File: src/rtl/icache.sv
// rtl/icache.sv - direct-mapped instruction cache with single-line refill
//
// Purpose: answers word fetches from a tag/data array. A miss sequences one
// line refill over the mem_en/mem_done handshake, writes the line and forwards
// the requested word. Rollback suppresses the response but never aborts a
// refill that is already in flight.
//
// Optional feature: define ICACHE_PERF_EN to build the hit/miss counters.
//
// Ports:
//   clk, rst          clock, asynchronous active-high reset
//   rdy               global enable; all registers hold while low
//   rollback          pipeline flush
//   fetch_en/fetch_pc fetch request, held until fetch_valid
//   fetch_valid/inst  one-cycle response pulse and instruction word
//   mem_en/mem_pc     line refill request and line-aligned address
//   mem_done/mem_line refill completion pulse and line data
//   hit_cnt/miss_cnt  performance counters (0 when the feature is off)
module icache #(
  parameter int LINE_BYTES = 16,
  parameter int LINES      = 16
) (
  input  logic                    clk,
  input  logic                    rst,
  input  logic                    rdy,
  input  logic                    rollback,
  input  logic                    fetch_en,
  input  logic [31:0]             fetch_pc,
  output logic                    fetch_valid,
  output logic [31:0]             fetch_inst,
  output logic                    mem_en,
  output logic [31:0]             mem_pc,
  input  logic                    mem_done,
  input  logic [LINE_BYTES*8-1:0] mem_line,
  output logic [31:0]             hit_cnt,
  output logic [31:0]             miss_cnt
);

  localparam int OFF   = $clog2(LINE_BYTES);
  localparam int IDX   = $clog2(LINES);
  localparam int TAGW  = 32 - OFF - IDX;
  localparam int LW    = LINE_BYTES * 8;
  localparam int WORDS = LINE_BYTES / 4;

  typedef enum logic {
    IDLE,
    MISS
  } state_t;

  state_t            state_q, state_d;
  logic              drop_q, drop_d;
  logic [31:0]       req_pc_q, req_pc_d;
  logic              fetch_valid_d;
  logic [31:0]       fetch_inst_d;
  logic              mem_en_d;
  logic [31:0]       mem_pc_d;
  logic              fill;

  logic [LINES-1:0]  valid_q;
  logic [TAGW-1:0]   tag_arr  [LINES];
  logic [LW-1:0]     data_arr [LINES];

  logic [IDX-1:0]    f_idx, r_idx;
  logic [TAGW-1:0]   f_tag, r_tag;
  logic              accept, hit;

  // Little-endian word select within a line; pc[1:0] are dropped by the shift.
  function automatic logic [31:0] sel_word(input logic [LW-1:0] line,
                                           input logic [31:0] pc);
    int w;
    w = int'((pc >> 2) % WORDS);
    return line[w*32 +: 32];
  endfunction

  assign f_idx  = fetch_pc[OFF+IDX-1:OFF];
  assign f_tag  = fetch_pc[31:OFF+IDX];
  assign r_idx  = req_pc_q[OFF+IDX-1:OFF];
  assign r_tag  = req_pc_q[31:OFF+IDX];

  // fetch_valid blocks acceptance so a held request is not answered twice.
  assign accept = (state_q == IDLE) && fetch_en && !fetch_valid && !rollback && rdy;
  assign hit    = valid_q[f_idx] && (tag_arr[f_idx] == f_tag);

  always_comb begin
    state_d       = state_q;
    drop_d        = drop_q;
    req_pc_d      = req_pc_q;
    fetch_valid_d = 1'b0;
    fetch_inst_d  = fetch_inst;
    mem_en_d      = mem_en;
    mem_pc_d      = mem_pc;
    fill          = 1'b0;
    case (state_q)
      IDLE: begin
        if (accept) begin
          if (hit) begin
            fetch_valid_d = 1'b1;
            fetch_inst_d  = sel_word(data_arr[f_idx], fetch_pc);
          end else begin
            req_pc_d = fetch_pc;
            mem_en_d = 1'b1;
            mem_pc_d = fetch_pc & ~(32'(LINE_BYTES) - 32'd1);
            drop_d   = 1'b0;
            state_d  = MISS;
          end
        end
      end
      MISS: begin
        // The memory controller cannot abort, so rollback only marks the
        // response as unwanted; the line is still installed.
        if (rollback) drop_d = 1'b1;
        if (mem_done) begin
          fill     = 1'b1;
          mem_en_d = 1'b0;
          state_d  = IDLE;
          if (!drop_q && !rollback) begin
            fetch_valid_d = 1'b1;
            fetch_inst_d  = sel_word(mem_line, req_pc_q);
          end
        end
      end
      default: state_d = IDLE;
    endcase
    if (rollback) fetch_valid_d = 1'b0;
  end

  always_ff @(posedge clk or posedge rst) begin
    if (rst) begin
      state_q     <= IDLE;
      drop_q      <= 1'b0;
      req_pc_q    <= 32'd0;
      fetch_valid <= 1'b0;
      fetch_inst  <= 32'd0;
      mem_en      <= 1'b0;
      mem_pc      <= 32'd0;
      valid_q     <= '0;
    end else if (rdy) begin
      state_q     <= state_d;
      drop_q      <= drop_d;
      req_pc_q    <= req_pc_d;
      fetch_valid <= fetch_valid_d;
      fetch_inst  <= fetch_inst_d;
      mem_en      <= mem_en_d;
      mem_pc      <= mem_pc_d;
      if (fill) valid_q[r_idx] <= 1'b1;
    end
  end

  // Tag/data contents need no reset: valid_q alone qualifies them.
  always_ff @(posedge clk) begin
    if (rdy && fill) begin
      tag_arr[r_idx]  <= r_tag;
      data_arr[r_idx] <= mem_line;
    end
  end

`ifdef ICACHE_PERF_EN
  logic [31:0] hit_cnt_q, miss_cnt_q;

  // A miss counts when accepted, even if rollback later drops its response.
  always_ff @(posedge clk or posedge rst) begin
    if (rst) begin
      hit_cnt_q  <= 32'd0;
      miss_cnt_q <= 32'd0;
    end else if (accept) begin
      if (hit) hit_cnt_q  <= hit_cnt_q + 32'd1;
      else     miss_cnt_q <= miss_cnt_q + 32'd1;
    end
  end

  assign hit_cnt  = hit_cnt_q;
  assign miss_cnt = miss_cnt_q;
`else
  assign hit_cnt  = 32'd0;
  assign miss_cnt = 32'd0;
`endif

endmodule

File: config.mk
export PLATFORM = sky130hd
export DESIGN_NAME = icache
export DESIGN_NICKNAME = d
export VERILOG_FILES = /design/src/rtl/icache.sv
export SDC_FILE = /design/constraint.sdc
export NUM_CORES = 2
export LEC_CHECK = 0
export BUFFER_PORTS_ARGS = -buffer_cell sky130_fd_sc_hd__buf_2
export CAP_MARGIN = 20
export CORE_ASPECT_RATIO = 1.75
export CORE_MARGIN = 2
export CORE_UTILIZATION = 50
export CTS_BUF_LIST = sky130_fd_sc_hd__clkbuf_16
export DETAILED_ROUTE_END_ITERATION = 10
export PLACE_DENSITY = 0.72
export SYNTH_ARGS = -nofsm -noshare
export SYNTH_HDL_FRONTEND = slang
export SYNTH_SLANG_ARGS = --single-unit
File: constraint.sdc
create_clock -name clk -period 20.9 [get_ports clk]
set_input_delay 2.09 -clock clk [delete_from_list [all_inputs] [get_ports clk]]
set_output_delay 2.09 -clock clk [all_outputs]
set_load 0.03 [all_outputs]
==> flow_summary.ini <==
[worst_hold_path]
hold_path_end = valid_q[7]$_DFFE_PP0P_
hp-start = valid_q[7]$_DFFE_PP0P_
whs_path_depth = 1
hp-class = flop to flop

[critical_path]
critPathLaunch = fetch_pc[4]
cp.arrival_ns = 8.89
cp.required_ns = 21.65
endpoint_kind = flop
start_kind = primary input
r2r_cells = 9
crit_type = primary input to flop
reg2reg_slack_ns = 16.19
critPathMaxFanout = 55
rr_endpoint = data_arr[14][115]$_DFFE_PP_
r2r_start = state_q$_DFFE_PP0P_

[yosys]
ys_seq_elements = 2514
synth.most_common_cell = edfxtp_1
syn_inst = 4592
async_flop_share_pct = 3.26
ys_warn_count = 0
syn_area_um2 = 99300
dominantRegCellSynth = edfxtp_1
ys_top_cells_by_area = edfxtp_1, mux4_2, dfrtp_1
ys_types = 67
synth_top_area_share_pct = 73.5
ys_seq_area_share_pct = 75.6
synth_commonest_cells = edfxtp_1, mux4_2, nand2_1
synth_area_leader_cell = edfxtp_1
synth_edf_count = 2432
avgSynthCellArea_um2 = 21.6

[power_and_ir_drop]
p_per_area_nw_per_um2 = 95.8
clockPowerShare_pct = 37.6
combPwrFrac_pct = 7.5
peakVddDrop_uv = 101
p_seq_share_pct = 54.9
p_int_w = 0.00814
p_switching_w = 0.00238
swShare_pct = 22.6
power_leakage_nw = 34.9

[sta]
max_freq_mhz = 123
setup-tns-final_ns = 0
slew_headroom_pct = 14.6
setup_slack_ns = 12.76
setup_violations = 0
hold_viol_final = 0
maxSlewViolCount = 0
rsz0062_at_grt = false
finClkSkew_ns = 0.0757
worstMarginPinSlew_ns = 1.27
timing.final.crit_share_pct = 38.9
period_needed_ns = 8.14

[clock_network]
cts_setup_buffers = 0
cts_resized = 0
cts.clk_slew.worst_paths_ns = 0.07
clock_latency_ns = 0.88
cts_root_buf = clkbuf_16
holdBufCountCts = 0
clock_path_buffers = 4
cts_max_level = 4
cts.sinks = 2514
cts_tree = done
numCtsBuffers = 213

[place]
dp.cells = 7237
gp_congestion = 0.758
dpl_worst_slack_ns = 11.75
numPortBuffers = 225
dpl.hpwl_mm = 132

[final_layout]
utilization_pct = 55.6
area_delta_synth_final_pct = 10.7
nets = 5003
nFillCells = 14300
final_cells = 7661
drive_gt1_share_pct = 28.1

[run_status]
outcome = finished clean

[global_routing]
grt_pass1_wl_mm = 362
grt_max_degree = 142
grt_pass1_vias = 49700
grt-ovfl-total = 0
track_usage_pct = 24.9
antenna_found_initial = 60

[routing]
drc = 0
vias = 49200
drt_iter0_markers = 5458
wirelength_mm = 252
firstDrtPassIters = 5
vias_per_cell = 6.43
ant_nets = 0
wl_per_cell_um = 32.8

[die]
pin_count = 296
die-area_um2 = 202000
num_rows = 216
die_w_um = 341
initial_core_util_pct = 50.3
core_um2 = 198000
die_h_um = 594

[job]
drv_cap = 0
==> per-stage QoR <==
step / total power [W] / hold WS, ns / area (um^2)
4_1_cts: 0.0106 / 0.464 / 110000
3_3_place_gp: 0.00666 / 0.445 / 103000
3_5_place_dp: 0.00668 / 0.447 / 103000
6_report: 0.0105 / 0.463 / 110000
5_1_grt: 0.0108 / 0.480 / 110000
2_1_floorplan: 0.00638 / 0.434 / 99500
==> final cells by class <==
| class | instances | area [um^2] | area share (%) |
|---|---|---|---|
| tap | 2616 | 3270 | 2.98 |
| clock buffer | 215 | 5380 | 4.90 |
| timing repair buffer | 322 | 2110 | 1.92 |
| clock inverter | 169 | 1500 | 1.36 |
| antenna | 39 | 97.6 | 0.0888 |
| inverter | 8 | 47.5 | 0.0433 |
| multi-input combinational | 1778 | 22400 | 20.4 |
| sequential | 2514 | 75100 | 68.3 |
==> per-layer routing <==
metal / vias up / part of all wire [%] / track usage (%)
met5: - / 0.11 / 0
met4: 44 / 3.8 / 9.52
met3: 506 / 8.9 / 4.81
met2: 2599 / 50 / 41.7
met1: 26400 / 37 / 32.5
li1: 19700 / - / -
==> registers in the layout, indices dropped and copies added, names as in the netlist <==
name	flops
fetch_valid	1
drop_q	1
tag_arr	384
fetch_inst	32
state_q	1
req_pc_q	30
valid_q	16
data_arr	2048
mem_en	1
==> worst max-delay path by stage <==
stage                                     endpoint  slack, ns  cells after the start
after floorplan             valid_q[0]$_DFFE_PP0P_       6.95                      4
after global placement    req_pc_q[27]$_DFFE_PP0P_      11.77                     13
after global routing      req_pc_q[29]$_DFFE_PP0P_      12.36                     13
after CTS                 req_pc_q[29]$_DFFE_PP0P_      12.63                     13
after detailed placement  req_pc_q[12]$_DFFE_PP0P_      11.75                     13
final                     req_pc_q[12]$_DFFE_PP0P_      12.76                     13
==> power groups by stage <==
stage | logic, W | clock network, W | registers, W
2_1_floorplan | 0.000520 | 0 | 0.00586
3_3_place_gp | 0.000780 | 0 | 0.00588
3_5_place_dp | 0.000792 | 0 | 0.00589
4_1_cts | 0.000794 | 0.00401 | 0.00578
5_1_grt | 0.000831 | 0.00417 | 0.00579
6_report | 0.000789 | 0.00395 | 0.00578
==> critical path, cell delays in order <==
cell and delay (ns):
buf_8 0.44, buf_4 0.85, buf_4 0.74, buf_4 0.70, and2b_1 0.50, a22oi_1 0.18
a211o_1 0.28, nand3_1 0.21, o2111ai_1 0.37, or4_4 0.87, o21ai_4 0.40, buf_4 0.54
mux2_2 0.41
==> kinds of logic after synthesis <==
logic type,after synthesis,synth area share (%)
DFF,2514,75.6
muxes,864,17.1
and+or+nand+nor,545,2.63
buffers and inverters,367,2.24
AOI/OAI and AO/OA,279,2.23
xor gates and xnor gates,22,0.194
other,1,0.00378
==> cell usage in the layout, fill, tap and decap left out, types with 19 or more instances in the layout <==
master	n
a311oi_1	21
dfrtp_1	80
mux4_2	658
a221o_1	19
o22ai_1	24
nand2b_1	24
nor2_1	45
diode_2	39
buf_2	220
clkinv_2	43
or2_2	21
clkbuf_16	215
bufinv_16	25
inv_1	40
and3_1	50
nand2_1	229
a311o_1	27
mux2_2	56
nand3_1	56
o221ai_1	31
nor3_1	41
conb_1	68
o21ai_0	26
clkinv_1	34
buf_4	79
edfxtp_1	2432
mux2i_1	141
No activity file was read; power rests on OpenSTA's default activity.
